===== config.mk =====
export PLATFORM = sky130hd
export DESIGN_NAME = mem_bus_arbiter
export DESIGN_NICKNAME = d
export VERILOG_FILES = /design/src/rtl/mem_bus_arbiter_pkg.sv /design/src/rtl/mem_bus_arbiter_select.sv /design/src/rtl/mem_bus_arbiter.sv
export SDC_FILE = /design/constraint.sdc
export NUM_CORES = 1
export LEC_CHECK = 0
export CAP_MARGIN = 20
export CORE_AREA = 2 2 108 110
export DETAILED_ROUTE_END_ITERATION = 6
export DIE_AREA = 0 0 110 112
export PLACE_DENSITY = 0.62
export SLEW_MARGIN = 20
export SYNTH_ARGS = -nofsm -noshare
export SYNTH_HDL_FRONTEND = slang
export SYNTH_HIERARCHICAL = 1
export SYNTH_SLANG_ARGS = --single-unit

===== constraint.sdc =====
create_clock -name clk -period 2.48 [get_ports clk]
set_input_delay 0.372 -clock clk [delete_from_list [all_inputs] [get_ports clk]]
set_output_delay 0.372 -clock clk [all_outputs]
set_load 0.01 [all_outputs]

===== src/rtl/mem_bus_arbiter_pkg.sv =====
// rtl/mem_bus_arbiter_pkg.sv - shared bus types, arbiter states and owner encoding
package mem_bus_arbiter_pkg;

  typedef enum logic [1:0] {MSIZE1, MSIZE2, MSIZE4} msize_t;

  typedef struct packed {
    logic        valid;
    logic [31:0] addr;
  } ibus_req_t;

  typedef struct packed {
    logic        addr_ok;
    logic        data_ok;
    logic [31:0] data;
  } ibus_resp_t;

  typedef struct packed {
    logic        valid;
    logic [31:0] addr;
    msize_t      size;
    logic [3:0]  strobe;
    logic [31:0] data;
  } dbus_req_t;

  typedef struct packed {
    logic        addr_ok;
    logic        data_ok;
    logic [31:0] data;
  } dbus_resp_t;

  typedef enum logic [1:0] {ARB_IDLE, ARB_ADDR, ARB_DATA} arb_state_t;

  localparam logic OWNER_I = 1'b0;
  localparam logic OWNER_D = 1'b1;

endpackage


===== src/rtl/mem_bus_arbiter_select.sv =====
// rtl/mem_bus_arbiter_select.sv - combinational grant: dbus first unless fetch is starved
module mem_bus_arbiter_select
  import mem_bus_arbiter_pkg::*;
#(
  parameter int STARVE_LIMIT = 8
) (
  input  logic       ivalid_i,
  input  logic       dvalid_i,
  input  logic [7:0] starve_cnt_i,
  output logic       grant_o,
  output logic       owner_o
);

  logic starved;

  assign starved = ivalid_i && (starve_cnt_i == 8'(STARVE_LIMIT));
  assign grant_o = ivalid_i || dvalid_i;
  assign owner_o = (dvalid_i && !starved) ? OWNER_D : OWNER_I;

endmodule


===== src/rtl/mem_bus_arbiter.sv =====
// rtl/mem_bus_arbiter.sv - single-outstanding arbiter sharing one memory port between ibus and dbus
module mem_bus_arbiter
  import mem_bus_arbiter_pkg::*;
#(
  parameter int STARVE_LIMIT = 8
) (
  input  logic       clk,
  input  logic       resetn,
  input  ibus_req_t  ireq,
  output ibus_resp_t iresp,
  input  dbus_req_t  dreq,
  output dbus_resp_t dresp,
  output dbus_req_t  mreq,
  input  dbus_resp_t mresp
);

  arb_state_t state_q, state_d;
  logic       owner_q, owner_d;
  logic [7:0] starve_cnt_q, starve_cnt_d;

  logic       grant, grant_owner;
  logic       cur_owner, route;
  logic       owner_valid;
  dbus_req_t  ipay;

  mem_bus_arbiter_select #(.STARVE_LIMIT(STARVE_LIMIT)) u_select (
    .ivalid_i     (ireq.valid),
    .dvalid_i     (dreq.valid),
    .starve_cnt_i (starve_cnt_q),
    .grant_o      (grant),
    .owner_o      (grant_owner)
  );

  always_comb begin
    ipay       = '0;
    ipay.valid = ireq.valid;
    ipay.addr  = ireq.addr;
    ipay.size  = MSIZE4;
  end

  assign owner_valid = (owner_q == OWNER_D) ? dreq.valid : ireq.valid;

  always_comb begin
    state_d      = state_q;
    owner_d      = owner_q;
    starve_cnt_d = starve_cnt_q;
    cur_owner    = owner_q;
    route        = 1'b0;
    mreq         = '0;
    case (state_q)
      ARB_IDLE: begin
        cur_owner = grant_owner;
        if (grant) begin
          owner_d = grant_owner;
          mreq    = (grant_owner == OWNER_D) ? dreq : ipay;
          route   = 1'b1;
          if (mresp.addr_ok && !mresp.data_ok) state_d = ARB_DATA;
          else if (!mresp.addr_ok)            state_d = ARB_ADDR;
        end
        if (!ireq.valid || (grant && grant_owner == OWNER_I)) begin
          starve_cnt_d = '0;
        end else if (grant && starve_cnt_q != 8'(STARVE_LIMIT)) begin
          starve_cnt_d = starve_cnt_q + 8'd1;
        end
      end
      ARB_ADDR: begin
        // A flushed owner abandons the request before it was accepted.
        if (!owner_valid) begin
          state_d = ARB_IDLE;
        end else begin
          mreq  = (owner_q == OWNER_D) ? dreq : ipay;
          route = 1'b1;
          if (mresp.addr_ok && mresp.data_ok) state_d = ARB_IDLE;
          else if (mresp.addr_ok)             state_d = ARB_DATA;
        end
      end
      ARB_DATA: begin
        route = 1'b1;
        if (mresp.data_ok) state_d = ARB_IDLE;
      end
      default: state_d = ARB_IDLE;
    endcase
    if (!resetn) begin
      mreq.valid = 1'b0;
      route      = 1'b0;
    end
  end

  always_comb begin
    iresp.addr_ok = route && (cur_owner == OWNER_I) && mresp.addr_ok;
    iresp.data_ok = route && (cur_owner == OWNER_I) && mresp.data_ok;
    iresp.data    = mresp.data;
    dresp.addr_ok = route && (cur_owner == OWNER_D) && mresp.addr_ok;
    dresp.data_ok = route && (cur_owner == OWNER_D) && mresp.data_ok;
    dresp.data    = mresp.data;
  end

  always_ff @(posedge clk or negedge resetn) begin
    if (!resetn) begin
      state_q      <= ARB_IDLE;
      owner_q      <= OWNER_I;
      starve_cnt_q <= '0;
    end else begin
      state_q      <= state_d;
      owner_q      <= owner_d;
      starve_cnt_q <= starve_cnt_d;
    end
  end

endmodule


==> results by group <==
Routing
  • Via count: 2,468
  • Vias per Instance: 4.45
  • Post-DRT Antenna Nets: 0
  • Drt initial violations: 92
  • DRC: 0
  • DRT Pass-1 Iters: 4
  • Final wirelength: 11,800 um
  • WL/cell: 21.2 um

Setup path
  • Slowest CP cell: or4_4
  • CP cell instances: or4_4, o41a_1, buf_4, buf_6, nand3_4, a21oi_4, buf_6, buf_8, a22o_4, buf_2
  • Crit path required time: 2.11 ns
  • CP Max Fanout: 6
  • Arrival time at the worst endpoint: 2.65 ns
  • Delay-heaviest family, CP: buffers and inverters
  • WS Path Type: register to output port
  • Most used cell, CP: buf_6
  • Worst path max stage delay: 0.54 ns
  • Crit. End Element: output port
  • R2R setup slack: -0.10 ns
  • Bufs and invs on worst path: 5
  • Setup crit start kind: register

Synth
  • Most common cell in the netlist: buf_4
  • Yosys top cell by area: buf_4
  • Post-Syn Instances: 237
  • Top post-synthesis cells by area: buf_4, a22o_1, dfrtp_1
  • Post-synth EDFFs: 0
  • Synthesis warning total: 6
  • Seq cells post-synth: 11
  • Ys flop type: dfrtp_1
  • Sequential area share after synthesis: 14.6%
  • Most frequent cells after synthesis: buf_4, and2_1, a22o_1, dfrtp_1, o21ai_0
  • Post-synth cell types: 42
  • Syn Nets: 379
  • Ys async rst share: 100%
  • Avg Cell Area, Syn: 7.93 um^2
  • Post-synthesis cell area: 1880 um^2
  • Area share of the largest cell type after synthesis: 26.0%

Place
  • Number of buffers added on ports: 182
  • Dpl ws: -0.707 ns
  • Placed cells: 511
  • Cell Area, Placed: 3580 um^2
  • Final GP Congestion: 0.854
  • Dpl hpwl: 8270 um

STA
  • Fin worst setup slack: -0.543 ns
  • Final hold violations: 0
  • Total negative slack: -34.59 ns
  • Crit share post-route: 122%
  • Slew at the pin with the worst max-slew slack: 0.383 ns
  • Final Max Tran Viols: 0
  • Final Setup Violations: 79
  • Worst rel slew slack: 74.5%
  • Peak Freq: 331 MHz
  • Final Critical Period: 3.02 ns
  • Setup Skew: 0.00288 ns
  • Unrepaired setup endpoints after global routing: yes

GRT
  • Overflow left after global routing: 0
  • Vias in the first global route: 2,458
  • Initial antenna violation count: 0
  • Largest net degree at the start of global routing: 12
  • Total GRT Usage: 17.4%
  • Global-route wire length before repair: 15,700 um

Power
  • Int Power: 1200 uW
  • Reg power frac: 11.8%
  • Switch share: 32.6%
  • Pwr Density: 410 nW/um^2
  • Fraction of power consumed by the clock network: 16.7%
  • Leak Pwr: 0.00202 uW
  • Switch Pwr: 582 uW
  • Combinational share of power: 71.5%
  • Peak supply drop: 0.279 mV
  • Total Power: 1790 uW

Flow run
  • Maxcap violations: 0

Cells and area
  • Antenna diodes: 0
  • Multi-input logic area: 1260 um^2
  • Filler Cells Inserted: 1,133
  • Finished Cell Area: 4360 um^2
  • Final Net Count: 555
  • Area Growth Syn to Fin: 132%
  • Layout cells sized above 1: 49.3%
  • Finished Layout Cells: 555
  • FF/Latch Area: 275 um^2

CTS
  • Root buffer cell: clkbuf_16
  • CTS Buf Count: 3
  • Clock Path Buffers: 2
  • Worst-path clk slew: 0.04 ns
  • CTS sink count: 11
  • Number of H-tree levels: 1
  • CTS tree: built
  • Worst-Skew Late Latency: 0.24 ns

Status
  • Outcome: complete, but fails checks
  • Violated checks: setup timing

Floorplanning
  • Core area: 11,200 um^2
  • Die X: 110 um
  • Chip Height: 112 um
  • Ports: 279
  • Die footprint: 12,300 um^2
  • Std cell rows: 39
  • Initial core utilization: 16.8%

Hold path
  • Min-delay worst type: input pin to async pin
-- cell families (layout without fill, tap and decap cells) --
family          count (synthesis)  after routing  synth area share [%]
compound gates                 58             58                  25.6
buf+inv                        83            258                  30.3
fa+ha+maj                       2              2                  1.33
flops                          11             11                  14.6
simple gates                   77             77                  24.8
mux                             6              6                  3.33
-- routing by layer --
layer / part of all wire (%) / up-vias / global-route usage [%]
li1: - / 1127 / -
met1: 35 / 1161 / 18.5
met2: 46 / 127 / 28.2
met3: 15 / 53 / 10.4
met5: 0 / - / 0
met4: 3.3 / 0 / 5.99
-- per-stage QoR --
step	hold WS (ns)	util (%)
after floorplan	0.0764	-
after global placement	0.591	32.0
after detailed placement	0.591	32.0
after CTS	0.553	38.4
after global routing	0.576	39.0
final	0.558	39.0
-- cell type report --
class / instances / share of cell area (%)
Tap cell: 143 / 4.11
Timing Repair Buffer: 249 / 58.5
Sequential cell: 11 / 6.32
Clock buffer: 4 / 1.81
Multi-Input combinational cell: 143 / 28.8
Inverter: 5 / 0.431
-- sequential cells by signal, summed over array words and instances, names as in the netlist --
name	flops
owner_q	1
starve_cnt_q	8
state_q	2
-- repair_timing --
action,4_1_cts,5_1_grt
resized for setup,422,31
pin swaps,36,30
hold buffers,0,0
endpoints found under the setup margin,75,78
setup buffers,31,6
gates cloned,9,1
-- power by group through the flow --
stage	Combinational (uW)	Clock, uW	Sequential [uW]
3_3_place_gp	918	0	210
3_5_place_dp	922	0	211
5_1_grt	1350	314	212
6_report	1280	298	211
4_1_cts	1270	307	210
2_1_floorplan	472	0	206
-- layout by cell type (no fill, tap or decap), types with 2 or more instances in the layout --
cell / count
and2_4: 37
and3_1: 2
inv_1: 5
a22o_4: 5
buf_8: 3
buf_12: 7
a21o_1: 3
a211oi_1: 2
nor2_1: 5
clkbuf_16: 3
dfrtp_1: 11
nor3_1: 5
buf_6: 66
nand3_1: 4
o21ai_0: 5
ha_1: 2
nor3b_2: 2
buf_16: 7
a21oi_1: 2
clkdlybuf4s50_1: 107
nor4_1: 2
a21oi_4: 2
nand3b_1: 2
buf_2: 35
nand2_1: 4
buf_4: 24
mux2i_1: 3
o22a_1: 2
and2_1: 2
a22o_1: 28
-- final timing paths --
path,startpoint,to,cells after the start
hold / removal,resetn,state_q[1],2
setup / recovery,starve_cnt_q[7],mreq[67],10
hold reg to reg,starve_cnt_q[2],starve_cnt_q[2],2
max in group asynchronous,resetn,starve_cnt_q[7],2
setup reg to reg,starve_cnt_q[7],starve_cnt_q[7],10
min in group clk,starve_cnt_q[2],starve_cnt_q[2],2
Power figures use the tool's default switching activity.
